===== src/rtl/motor_pkg.sv =====
// motor_pkg: shared mode codes, bridge direction encoding and wheel state enum for the motor mode driver.
package motor_pkg;
   typedef enum logic [4:0] {
      M_IDLE     = 5'd0,
      M_START    = 5'd1,
      M_COUNT    = 5'd2,
      M_STRAIGHT = 5'd3,
      M_CHOOSE   = 5'd4,
      M_TURN_L   = 5'd5,
      M_TURN_R   = 5'd6,
      M_BACK     = 5'd7,
      M_STOP     = 5'd30,
      M_ERROR    = 5'd31
   } mode_e;
   // Encoding matches the bridge pins directly: {IN1,IN2}.
   typedef enum logic [1:0] {
      DIR_OFF = 2'b00,
      DIR_REV = 2'b01,
      DIR_FWD = 2'b10
   } dir_e;
   typedef enum logic [1:0] {
      W_OFF,
      W_RUN,
      W_DECEL,
      W_DEAD
   } wstate_e;
endpackage


===== src/rtl/wheel_channel.sv =====
// wheel_channel: per-wheel direction FSM with duty soft-ramp, reversal dead-time, wrap-latched PWM duty and bridge pins.
module wheel_channel
   import motor_pkg::*;
#(
   parameter int DUTY_W     = 11,
   parameter int PWM_PERIOD = 1024,
   parameter int RAMP_STEP  = 32,
   parameter int DEAD_CYC   = 50000,
   parameter int CW         = 10
) (
   input  logic              clk,
   input  logic              rst,
   input  logic              tick_i,
   input  logic              wrap_i,
   input  logic              estop_i,
   input  logic [CW-1:0]     cnt_i,
   input  dir_e              tgt_dir_i,
   input  logic [DUTY_W-1:0] tgt_duty_i,
   output logic              pwm_o,
   output logic [1:0]        in_o,
   output logic              settled_o
);
   localparam int DCW = DEAD_CYC > 1 ? $clog2(DEAD_CYC) : 1;
   wstate_e st_q, st_d;
   dir_e dir_q, dir_d;
   logic [DUTY_W-1:0] cur_q, cur_d, app_q, app_d, goal, diff, stp, ramped;
   logic [DCW-1:0] dead_q, dead_d;
   logic active, dead_done;
   assign active    = st_q == W_RUN || st_q == W_DECEL;
   assign dead_done = dead_q == DCW'(DEAD_CYC - 1);
   // Ramp only toward the commanded duty while still driving the matching direction; otherwise head for zero.
   always_comb begin
      goal   = (active && tgt_dir_i == dir_q) ? tgt_duty_i : '0;
      diff   = goal > cur_q ? goal - cur_q : cur_q - goal;
      stp    = diff > DUTY_W'(RAMP_STEP) ? DUTY_W'(RAMP_STEP) : diff;
      ramped = goal > cur_q ? cur_q + stp : cur_q - stp;
   end
   always_comb begin
      st_d   = st_q;
      dir_d  = dir_q;
      dead_d = '0;
      cur_d  = tick_i ? ramped : cur_q;
      app_d  = wrap_i ? cur_q : app_q;
      if (estop_i) begin
         st_d  = W_OFF;
         dir_d = DIR_OFF;
         cur_d = '0;
         app_d = '0;
      end else begin
         case (st_q)
            W_OFF: if (tgt_dir_i != DIR_OFF) begin
               st_d  = W_RUN;
               dir_d = tgt_dir_i;
            end
            W_RUN: if (tgt_dir_i != dir_q) st_d = W_DECEL;
            W_DECEL: if (tgt_dir_i == dir_q) st_d = W_RUN;
               else if (cur_q == '0) st_d = tgt_dir_i == DIR_OFF ? W_OFF : W_DEAD;
            W_DEAD: if (dead_done) begin
               st_d  = tgt_dir_i == DIR_OFF ? W_OFF : W_RUN;
               dir_d = tgt_dir_i;
            end else dead_d = dead_q + 1'b1;
         endcase
      end
   end
   always_ff @(posedge clk or posedge rst) begin
      if (rst) begin
         st_q   <= W_OFF;
         dir_q  <= DIR_OFF;
         cur_q  <= '0;
         app_q  <= '0;
         dead_q <= '0;
      end else begin
         st_q   <= st_d;
         dir_q  <= dir_d;
         cur_q  <= cur_d;
         app_q  <= app_d;
         dead_q <= dead_d;
      end
   end
   assign in_o      = active ? dir_q : DIR_OFF;
   assign pwm_o     = active && (DUTY_W'(cnt_i) < app_q);
   assign settled_o = cur_q == tgt_duty_i && app_q == cur_q &&
                      (st_q == W_RUN ? dir_q == tgt_dir_i : st_q == W_OFF && tgt_dir_i == DIR_OFF);
endmodule


===== src/rtl/motor_mode_driver.sv =====
// motor_mode_driver: decodes the registered FSM mode into per-wheel targets and drives PWM and H-bridge pins.
module motor_mode_driver
   import motor_pkg::*;
#(
   parameter int PWM_PERIOD = 1024,
   parameter int DUTY_W     = 11,
   parameter int RAMP_DIV   = 100000,
   parameter int RAMP_STEP  = 32,
   parameter int DEAD_CYC   = 50000,
   parameter int SPD_FAST   = 1000,
   parameter int SPD_SLOW   = 600,
   parameter int SPD_TURN   = 700
) (
   input  logic       clk,
   input  logic       rst,
   input  logic [4:0] mode,
   output logic [1:0] pwm,
   output logic [1:0] l_IN,
   output logic [1:0] r_IN,
   output logic       settled
);
   localparam int CW = PWM_PERIOD > 1 ? $clog2(PWM_PERIOD) : 1;
   localparam int RW = RAMP_DIV > 1 ? $clog2(RAMP_DIV) : 1;
   logic [4:0] mode_q;
   logic [CW-1:0] cnt_q, cnt_d;
   logic [RW-1:0] div_q, div_d;
   logic wrap, tick, estop, l_set, r_set;
   dir_e l_dir, r_dir;
   logic [DUTY_W-1:0] l_duty, r_duty;
   assign wrap  = cnt_q == CW'(PWM_PERIOD - 1);
   assign tick  = div_q == RW'(RAMP_DIV - 1);
   assign estop = mode_q == M_ERROR;
   assign cnt_d = wrap ? '0 : cnt_q + 1'b1;
   assign div_d = tick ? '0 : div_q + 1'b1;
   always_comb begin
      l_dir  = DIR_OFF;
      r_dir  = DIR_OFF;
      l_duty = '0;
      r_duty = '0;
      case (mode_q)
         M_STRAIGHT: begin
            l_dir = DIR_FWD; r_dir = DIR_FWD;
            l_duty = DUTY_W'(SPD_FAST); r_duty = DUTY_W'(SPD_FAST);
         end
         M_CHOOSE: begin
            l_dir = DIR_FWD; r_dir = DIR_FWD;
            l_duty = DUTY_W'(SPD_SLOW); r_duty = DUTY_W'(SPD_SLOW);
         end
         M_BACK: begin
            l_dir = DIR_REV; r_dir = DIR_REV;
            l_duty = DUTY_W'(SPD_SLOW); r_duty = DUTY_W'(SPD_SLOW);
         end
         M_TURN_L: begin
            l_dir = DIR_REV; r_dir = DIR_FWD;
            l_duty = DUTY_W'(SPD_TURN); r_duty = DUTY_W'(SPD_TURN);
         end
         M_TURN_R: begin
            l_dir = DIR_FWD; r_dir = DIR_REV;
            l_duty = DUTY_W'(SPD_TURN); r_duty = DUTY_W'(SPD_TURN);
         end
         default: ;
      endcase
   end
   always_ff @(posedge clk or posedge rst) begin
      if (rst) begin
         mode_q <= '0;
         cnt_q  <= '0;
         div_q  <= '0;
      end else begin
         mode_q <= mode;
         cnt_q  <= cnt_d;
         div_q  <= div_d;
      end
   end
   wheel_channel #(
      .DUTY_W(DUTY_W), .PWM_PERIOD(PWM_PERIOD), .RAMP_STEP(RAMP_STEP), .DEAD_CYC(DEAD_CYC), .CW(CW)
   ) u_left (
      .clk(clk), .rst(rst), .tick_i(tick), .wrap_i(wrap), .estop_i(estop), .cnt_i(cnt_q),
      .tgt_dir_i(l_dir), .tgt_duty_i(l_duty), .pwm_o(pwm[1]), .in_o(l_IN), .settled_o(l_set)
   );
   wheel_channel #(
      .DUTY_W(DUTY_W), .PWM_PERIOD(PWM_PERIOD), .RAMP_STEP(RAMP_STEP), .DEAD_CYC(DEAD_CYC), .CW(CW)
   ) u_right (
      .clk(clk), .rst(rst), .tick_i(tick), .wrap_i(wrap), .estop_i(estop), .cnt_i(cnt_q),
      .tgt_dir_i(r_dir), .tgt_duty_i(r_duty), .pwm_o(pwm[0]), .in_o(r_IN), .settled_o(r_set)
   );
   assign settled = l_set && r_set;
endmodule


===== config.mk =====
export PLATFORM = sky130hd
export DESIGN_NAME = motor_mode_driver
export DESIGN_NICKNAME = d
export VERILOG_FILES = /design/src/rtl/motor_pkg.sv /design/src/rtl/wheel_channel.sv /design/src/rtl/motor_mode_driver.sv
export SDC_FILE = /design/constraint.sdc
export NUM_CORES = 1
export LEC_CHECK = 0
export ABC_AREA = 0
export CAP_MARGIN = 25
export CORE_UTILIZATION = 40
export DETAILED_ROUTE_END_ITERATION = 7
export MAX_ROUTING_LAYER = met4
export PLACE_DENSITY = 0.63
export SYNTH_ARGS = -nofsm -noshare
export SYNTH_HDL_FRONTEND = slang
export SYNTH_SLANG_ARGS = --single-unit

===== constraint.sdc =====
create_clock -name clk -period 7.85 [get_ports clk]
set_input_delay 1.57 -clock clk [delete_from_list [all_inputs] [get_ports clk]]
set_output_delay 1.57 -clock clk [all_outputs]
set_load 0.1 [all_outputs]

Yosys cells after proc, flatten, opt, wreduce, memory -nomap -nowiden:

Cells that the tools add are included.

* register bits after elaboration: 116
* input port bits: 7
* output and inout port bits: 7
* logic and storage cells: 157

* $add $sub $neg: 12
* order comparisons: 6
* equality and inequality tests: 34
* muxes and demuxes: 57
* reductions and logical operators: 35

Operator list (number)
* 11-bit two-way mux: 14
* 16-bit two-way mux: 6
* 11-bit subtractor: 6
* 2-bit two-way mux: 22
* 16-bit by 1-bit adder with 16-bit output, second input constant: 2
* 16-bit == test, second input constant: 2
* 10-bit two-way mux: 3
* 10-bit case mux with 3 select lines: 1
* 11-bit adder: 2
* 11-bit by 10-bit == test with 1-bit output: 2
* 11-bit == test: 2
* 11-bit greater-than comparator: 2
* 11-bit by 6-bit greater-than comparator with 1-bit output, second input constant: 2
* 11-bit logical NOT: 2
* 10-bit by 11-bit < comparator with 1-bit output: 2
* 5-bit by 3-bit == test with 1-bit output, second input constant: 4
* 17-bit by 1-bit adder with 17-bit output, second input constant: 1
* 17-bit == test, second input constant: 1
* 17-bit two-way mux: 1
* 2-bit case mux with 2 select lines: 4
* 2-bit case mux with 4 select lines: 2
* 3-bit by 2-bit != test with 1-bit output, second input constant: 4
* 1-bit logical AND: 11
* 10-bit by 1-bit adder with 10-bit output, second input constant: 1
* other kinds (18): 45

Longest topological paths before layout:

Gate-level depths: netlist of run 1.

* depth in word-level cells: 14
* depth in mapped cells: 40

By module:

A second synthesis of run 1 with hierarchy kept.

* cells, all modules: 1187
* area total of the unflattened synthesis: 9879.5 um^2

By module, submodules not included
* wheel_channel (u_right): instances 1, cells each 537, area each 4262.8 um^2
* wheel_channel (u_left): instances 1, cells each 510, area each 4120.2 um^2
* motor_mode_driver: instances 1, cells each 140, area each 1496.4 um^2

Worst setup path after synthesis of run 1:

Ideal clock, no wire load.

* kind: register -> register
* start point: reg mode_q[3]
* end point: reg u_left.cur_q[10]
* library setup time: 78 ps
* data arrival time: 6724 ps
* data required time: 7772 ps
* slack: 1048 ps
* stages on the path, launching flop included: 38
* clock period less this slack: 6802 ps
* cell sequence: dfrtp_1 > nor2_2 > clkbuf_1 > o21a_1 > o31ai_1 > nand2_1 > nor2_1 > nor2_1 > inv_1 > ha_1 > clkbuf_2 > and2_1 > a41o_1 > o2111ai_1 > o211a_2 > or4_1 > and3_1 > or2_1 > (+2 left out) > nand2_1 > ha_1 > inv_1 > nor4b_1 > o21ai_0 > o311ai_1 > nor2b_1 > ha_1 > a21o_1 > a21oi_1 > o21ai_0 > a21oi_1 > o21bai_1 > a21oi_1 > o21ai_0 > xor2_1 > or3_1 > a21oi_1

* word-level cells in the longest chain between the ends: 14

Ends and longest elaborated chain
* from (decl): RTL line motor_mode_driver.sv:24 `logic [4:0] mode_q;`
* from (signal assigned): RTL line motor_mode_driver.sv:70 `mode_q <= mode;`
* 5-bit by 3-bit == test with 1-bit output / 5-bit by 2-bit == test with 1-bit output (equally long branches): RTL line motor_mode_driver.sv:40 `case (mode_q)`
* 3-bit OR reduction (no line) / 2-bit OR reduction (equally long branches)
* 2-bit case mux with 2 select lines: RTL line motor_mode_driver.sv:40
* 2-bit == test: RTL line wheel_channel.sv:33 `goal = (active && tgt_dir_i == dir_q) ? tgt_duty_i : '0;`
* 1-bit logical AND: RTL line wheel_channel.sv:33
* 10-bit two-way mux: RTL line wheel_channel.sv:33
* 11-bit subtractor / 11-bit greater-than comparator (equally long branches): RTL line wheel_channel.sv:34, wheel_channel.sv:36
* 11-bit two-way mux: RTL line wheel_channel.sv:34 `diff = goal > cur_q ? goal - cur_q : cur_q - goal;`
* 11-bit by 6-bit greater-than comparator with 1-bit output: RTL line wheel_channel.sv:35 `stp = diff > DUTY_W'(RAMP_STEP) ? DUTY_W'(RAMP_STEP) : diff;`
* 11-bit two-way mux: RTL line wheel_channel.sv:35
* 11-bit subtractor / 11-bit adder (equally long branches): RTL line wheel_channel.sv:36 `ramped = goal > cur_q ? cur_q + stp : cur_q - stp;`
* 11-bit two-way mux: RTL line wheel_channel.sv:36
* 11-bit two-way mux: RTL line wheel_channel.sv:42 `cur_d = tick_i ? ramped : cur_q;`
* 11-bit two-way mux: RTL line wheel_channel.sv:44 `if (estop_i) begin`
* to (signal assigned): RTL line wheel_channel.sv:75 `cur_q <= cur_d;`
* to (decl): RTL line wheel_channel.sv:26 `logic [DUTY_W-1:0] cur_q, cur_d, app_q, app_d, goal, diff, stp, ramped;`

Several ways; a longest one is shown, not always the timed one. The select of a mux whose other input is x is not followed.
A chain may end at the register's enable or synchronous reset.

Worst setup path in the final report of run 1:

* start point: reg mode_q[0]
* end point: reg u_left.cur_q[10]

The elaborated chain is that of the path after synthesis.

==> flow_summary.yaml, run 1 <==
routing:
  drtPass1Iterations: 6
  route.detailed.drc: 0
  ant_nets: 0
  totalWireLength_mm: 24.8
  drt_iter0_drc: 709
  route.vias.total: 8496
  drt-vias-per-instance: 5.61
  post_drt_wl_per_cell_um: 16.3
cells_and_area:
  areaGrowthSynthToFinish_pct: 11.6
  antenna_cells: 0
  layout.nets: 1274
  instances_no_fill: 1515
  final_cell_mix: "nand2_1 (148), dfrtp_1 (115), nor2_1 (102)"
  mostFrequentLayoutCell: "nand2_1"
  fillCellCount: 2300
  drive_gt1_share_pct: 8.61
logic_synthesis:
  synthFlopType: "dfrtp_1"
  synth_edf_count: 0
  ys_seq_area_share_pct: 30.0
  syn-mean-instance-area_um2: 8.17
  synth_warnings: 0
  ys_types: 95
  synthArstFlopShare_pct: 100
  ys_ff_latch: 116
  syn_inst: 1186
  synth_area_um2: 9680
clock_network:
  insertion_delay_ps: 420
  cts-root-buf: "clkbuf_16"
  cts_sinks: 116
  clk_path_buf_depth: 2
  htree_num_levels: 4
  clk_pin_slew_ps: 60
  cts_tree: "yes"
  numCtsBuffers: 17
timing:
  slew_headroom_pct: 33.4
  fin_skew_ps: 11.0
  setup_violations: 0
  post-route-period-util_pct: 93.4
  rsz0062_at_grt: "no"
  slew_violations: 0
  finalSetupTns_ps: 0
  fmax_mhz: 136
  finalCriticalPeriod_ps: 7330
  worst_slew_pin_slew_ps: 996
  timing_hold_violations_final: 0
grt:
  grt_usage_pct: 21.8
  grt_overflow: 0
  grt_pass1_wl_mm: 41.5
  grt_max_degree: 63
  grt_pass1_vias: 8259
  antenna_found_initial: 0
floorplanning:
  design.die.area_um2: 24800
  start_util_pct: 41.0
  die_x_um: 158
  rows: 56
  io_pins: 14
  die_h_um: 158
  core_um2: 23600
setup_path:
  worstPathRequired_ps: 8180
  startpoint_type: "flip-flop"
  crit_type: "reg2reg"
  cpMaxStageDelayCell: "or4_1"
  cp-end-kind: "flip-flop"
  slowest_delay_ps: 500
  crit_path_frequent_cell: "o21ai_0"
  worstPathMaxFanout: 14
  cp_data_arrival_time_ps: 7660
power_and_ir_drop:
  ir_worst_vdd_mv: 0.131
  powerDensity_nw_per_um2: 254
  p_leak_nw: 4.73
place:
  dp.cells: 1480
  port-buffer-count: 13
  gp_congestion: 0.914
  dp_hpwl_mm: 17.8
hold_path:
  hold_class: "reg2reg"
flow_run:
  drv_cap: 0
status:
  status: "finished, final reports clean"
-- logic make-up after synthesis --
family | Yosys count | synth area share, %
muxes | 4 | 0.426
xor gates and xnor gates | 94 | 8.58
buffers and inverters | 137 | 5.68
adders and majority gates | 84 | 11.2
DFF | 116 | 30.0
AOI/OAI and AO/OA | 276 | 19.8
other | 1 | 0.0387
and+or+nand+nor | 474 | 24.4
-- critical path, delay by kind of cell (launching register included) --
kind            cells  cell delay, ps
fa+ha+maj           3             960
simple gates       12            2500
compound gates     17            2950
flops               1             450
buf+inv             2             180
xor+xnor            1             160
-- per-stage QoR --
step / setup WS (ps) / hold slack [ps] / cell area [um^2] / utilization (%) / power (W)
4_1_cts: 257 / 455 / 10700 / 45.3 / 0.00274
3_3_place_gp: 551 / 438 / 10100 / 42.8 / 0.00190
6_report: 520 / 452 / 10800 / 45.8 / 0.00275
3_5_place_dp: 313 / 443 / 10100 / 42.8 / 0.00190
2_1_floorplan: 1050 / 425 / 9690 / - / 0.00164
5_1_grt: 7.88 / 478 / 10800 / 45.8 / 0.00293
-- cell type report --
cell class	instances	area, um^2	share of cell area (%)
tap	319	399	3.69
multi-input combinational	934	6290	58.3
sequential	116	2900	26.9
clock inverter	13	174	1.61
timing repair buffer	31	285	2.64
clock buffer	19	433	4.01
inverter	83	314	2.91
-- sequential cells by signal, summed over array words and instances, names as in the netlist --
name	count
u_right.dead_q	16
div_q	17
u_left.app_q	11
u_left.dead_q	16
u_right.cur_q	11
u_right.st_q	2
u_left.cur_q	11
cnt_q	10
u_left.st_q	2
mode_q	5
u_right.dir_q	2
u_right.app_q	11
u_left.dir_q	2
-- cell usage after synthesis, drive strengths merged, types with 9 or more instances --
master | number | area (um^2)
and2 | 19 | 120
nand3 | 50 | 250
nor2b | 9 | 56.3
a21o | 23 | 173
a21oi | 88 | 444
buf | 12 | 80.1
inv | 83 | 312
clkbuf | 42 | 159
nor3 | 20 | 105
o21ai | 50 | 258
ha | 80 | 1000
a31oi | 11 | 75.1
dfrtp | 116 | 2900
nand2 | 150 | 568
and3 | 26 | 163
o211ai | 11 | 96.3
nor4 | 19 | 134
o21a | 17 | 129
xor2 | 53 | 464
nor2 | 108 | 415
a211oi | 14 | 123
xnor2 | 41 | 367
nand4 | 18 | 113
-- what timing repair did --
item	4_1_cts	5_1_grt
hold buffers	0	0
setup endpoints to repair	0	4
gates resized for setup	0	14
setup buffers	0	2
-- layer usage --
layer  routed length (um)  track usage (%)  vias up
met2                11400             34.4      178
met1                11900             28.9     4121
met5                    0                -        -
met3                  995             3.15       35
met4                  438             6.43        0
li1                     -                -     4162
-- power breakdown --
part	leakage (nW)	internal, W	switching [W]
clock network	0.285	0.000504	0.000312
logic	2.88	0.000483	0.000761
registers	1.56	0.000630	0.0000585
total	4.73	0.00162	0.00113
-- final timing paths --
kind | from | end | slack, ps | depth (start not counted)
worst min register to register | u_right.dead_q[0]$_DFF_PP0_ | u_right.dead_q[0]$_DFF_PP0_ | 450 | 1
worst max register to register | mode_q[0]$_DFF_PP0_ | u_left.cur_q[10]$_DFFE_PP0P_ | 520 | 35
worst max-delay path | mode_q[0]$_DFF_PP0_ | u_left.cur_q[10]$_DFFE_PP0P_ | 520 | 35
max in group asynchronous | rst | mode_q[0]$_DFF_PP0_ | 4940 | 3
worst min-delay path | u_right.dead_q[0]$_DFF_PP0_ | u_right.dead_q[0]$_DFF_PP0_ | 450 | 1
min in group asynchronous | rst | cnt_q[6]$_DFF_PP0_ | 1640 | 2
(Power assumes the default switching activity.)
==> run 2: changes to the inputs <==
- CTS_BUF_LIST: default -> sky130_fd_sc_hd__clkbuf_4
==> flow_summary.yaml, run 2 (synthesis results as in run 1) <==
setup_path:
  reg2reg_depth: 35
  cp-end-kind: "flip-flop"
  worstPathRequired_ps: 8310
  cp-startpoint: "mode_q[0]$_DFF_PP0_"
  startpoint_type: "flip-flop"
  worstPathMaxFanout: 14
  crit_type: "reg2reg"
  slowest_delay_ps: 500
  path_buf_inv: 2
  regToRegEndpoint: "u_left.cur_q[10]$_DFFE_PP0P_"
  r2r_start: "mode_q[0]$_DFF_PP0_"
  worstSetupPathDepth: 35
  rrSetupSlack_ps: 480
  critPathTopFamily: "compound AO/OA/AOI/OAI gates"
  cpMaxStageDelayCell: "or4_1"
  crit_path_frequent_cell: "o21ai_0"
  cp_data_arrival_time_ps: 7830
power_and_ir_drop:
  power_frac_seq_pct: 28.3
  p_clk_share_pct: 20.7
  p_leak_nw: 4.61
  power_switching_w: 0.00109
  p_int_w: 0.00135
  ir_worst_vdd_mv: 0.103
  powerDensity_nw_per_um2: 231
  p_comb_share_pct: 51.1
  switching_share_pct: 44.7
timing:
  slew_headroom_pct: 33.4
  worst_slew_pin_slew_ps: 996
  setup_violations: 0
  finalCriticalPeriod_ps: 7370
  post-route-period-util_pct: 93.9
  fmax_mhz: 136
  fin_skew_ps: 18.9
  timing_hold_violations_final: 0
  finalSetupTns_ps: 0
  slew_violations: 0
cells_and_area:
  layout.nets: 1275
  areaGrowthSynthToFinish_pct: 8.71
  largest_reg_flops: 17
  fin_util_pct: 44.6
  drive_gt1_share_pct: 9.02
  final_cell_mix: "nand2_1 (148), dfrtp_1 (114), nor2_1 (102)"
  top_regs: "div_q (17), u_left.dead_q (16), u_right.dead_q (16)"
  fillCellCount: 2343
  regMostFlops: "div_q"
  instances_no_fill: 1517
  mostFrequentLayoutCell: "nand2_1"
clock_network:
  hold_buffers: 0
  numCtsBuffers: 17
  cts_tree: "yes"
  htree_num_levels: 4
  clk_pin_slew_ps: 120
  insertion_delay_ps: 550
  cts-root-buf: "clkbuf_4"
  cts_sinks: 116
  clk_path_buf_depth: 2
hold_path:
  min_path_cells: 1
  min-delay-start: "u_right.dead_q[0]$_DFF_PP0_"
  hold_path_end: "u_right.dead_q[0]$_DFF_PP0_"
  hold_class: "reg2reg"
grt:
  grt_usage_pct: 21.7
  grt_pass1_vias: 8233
  grt_overflow: 0
  antenna_found_initial: 1
  grt_pass1_wl_mm: 41.3
  grt_max_degree: 63
floorplanning:
  design.die.area_um2: 24800
  rows: 56
  die_h_um: 158
  io_pins: 14
  die_x_um: 158
  start_util_pct: 41.0
  core_um2: 23600
routing:
  ant_nets: 0
  drt_iter0_drc: 728
  route.detailed.drc: 0
  post_drt_wl_per_cell_um: 16.3
  drtPass1Iterations: 6
  route.vias.total: 8471
  totalWireLength_mm: 24.7
  drt-vias-per-instance: 5.58
place:
  port-buffer-count: 13
  dp_hpwl_mm: 17.8
  dp.cells: 1480
  gp_congestion: 0.914
status:
  status: "finished, final reports clean"
flow_run:
  drv_cap: 0
-- run 2: cell types whose count changed in the layout (fill, tap and decap cells not counted), sizes merged --
cell and delta:
buf +1, diode +1
-- run 2: metal layers --
| layer | track usage [%] | share of wire, % |
|---|---|---|
| met1 | 28.6 | 48 |
| met5 | - | 0 |
| met4 | 7.49 | 2.0 |
| met2 | 34.0 | 46 |
| met3 | 3.01 | 4.3 |
-- run 2: how the worst max path moves through the flow --
stage                                        end  slack, ps
finish              u_left.cur_q[10]$_DFFE_PP0P_        480
global route        u_left.cur_q[10]$_DFFE_PP0P_         -6
CTS                 u_left.cur_q[10]$_DFFE_PP0P_        240
detailed placement  u_left.cur_q[10]$_DFFE_PP0P_        310
global placement    u_left.cur_q[10]$_DFFE_PP0P_        550
floorplan           u_left.cur_q[10]$_DFFE_PP0P_       1050
-- run 2: power groups by stage --
stage / clock network, W / logic [W] / registers, W
floorplan: 0 / 0.000970 / 0.000672
global placement: 0 / 0.00121 / 0.000695
detailed placement: 0 / 0.00121 / 0.000697
CTS: 0.000521 / 0.00121 / 0.000686
global route: 0.000544 / 0.00138 / 0.000693
finish: 0.000503 / 0.00124 / 0.000688
-- run 2: worst reg2reg max path, delay by kind of cell (launching register included) --
family | cells | cell delay (ps)
compound gates | 17 | 2940
simple gates | 12 | 2540
fa+ha+maj | 3 | 970
flops | 1 | 480
buf+inv | 2 | 190
xor+xnor | 1 | 170
-- run 2: stage by stage --
step	setup WS [ps]	hold slack, ps	power (W)	instance area (um^2)
floorplan	1050	425	0.00164	9690
global placement	551	438	0.00190	10100
detailed placement	313	443	0.00190	10100
CTS	235	464	0.00242	10400
global route	-5.72	488	0.00262	10500
finish	480	460	0.00243	10500
-- run 2: final cells by class --
type / count / area [um^2] / share of cell area [%]
well taps: 319 / 399 / 3.79
inverters: 83 / 314 / 2.98
clock buffers: 19 / 143 / 1.35
flip-flops and latches: 116 / 2910 / 27.6
multi-input cells: 934 / 6300 / 59.8
repair buffers: 32 / 293 / 2.78
clock inverters: 13 / 174 / 1.65
diodes: 1 / 2.50 / 0.0238
-- run 2: what timing repair did --
item / CTS / global route
resized for setup: 0 / 16
setup endpoints to repair: 0 / 4
buffers inserted: 0 / 3
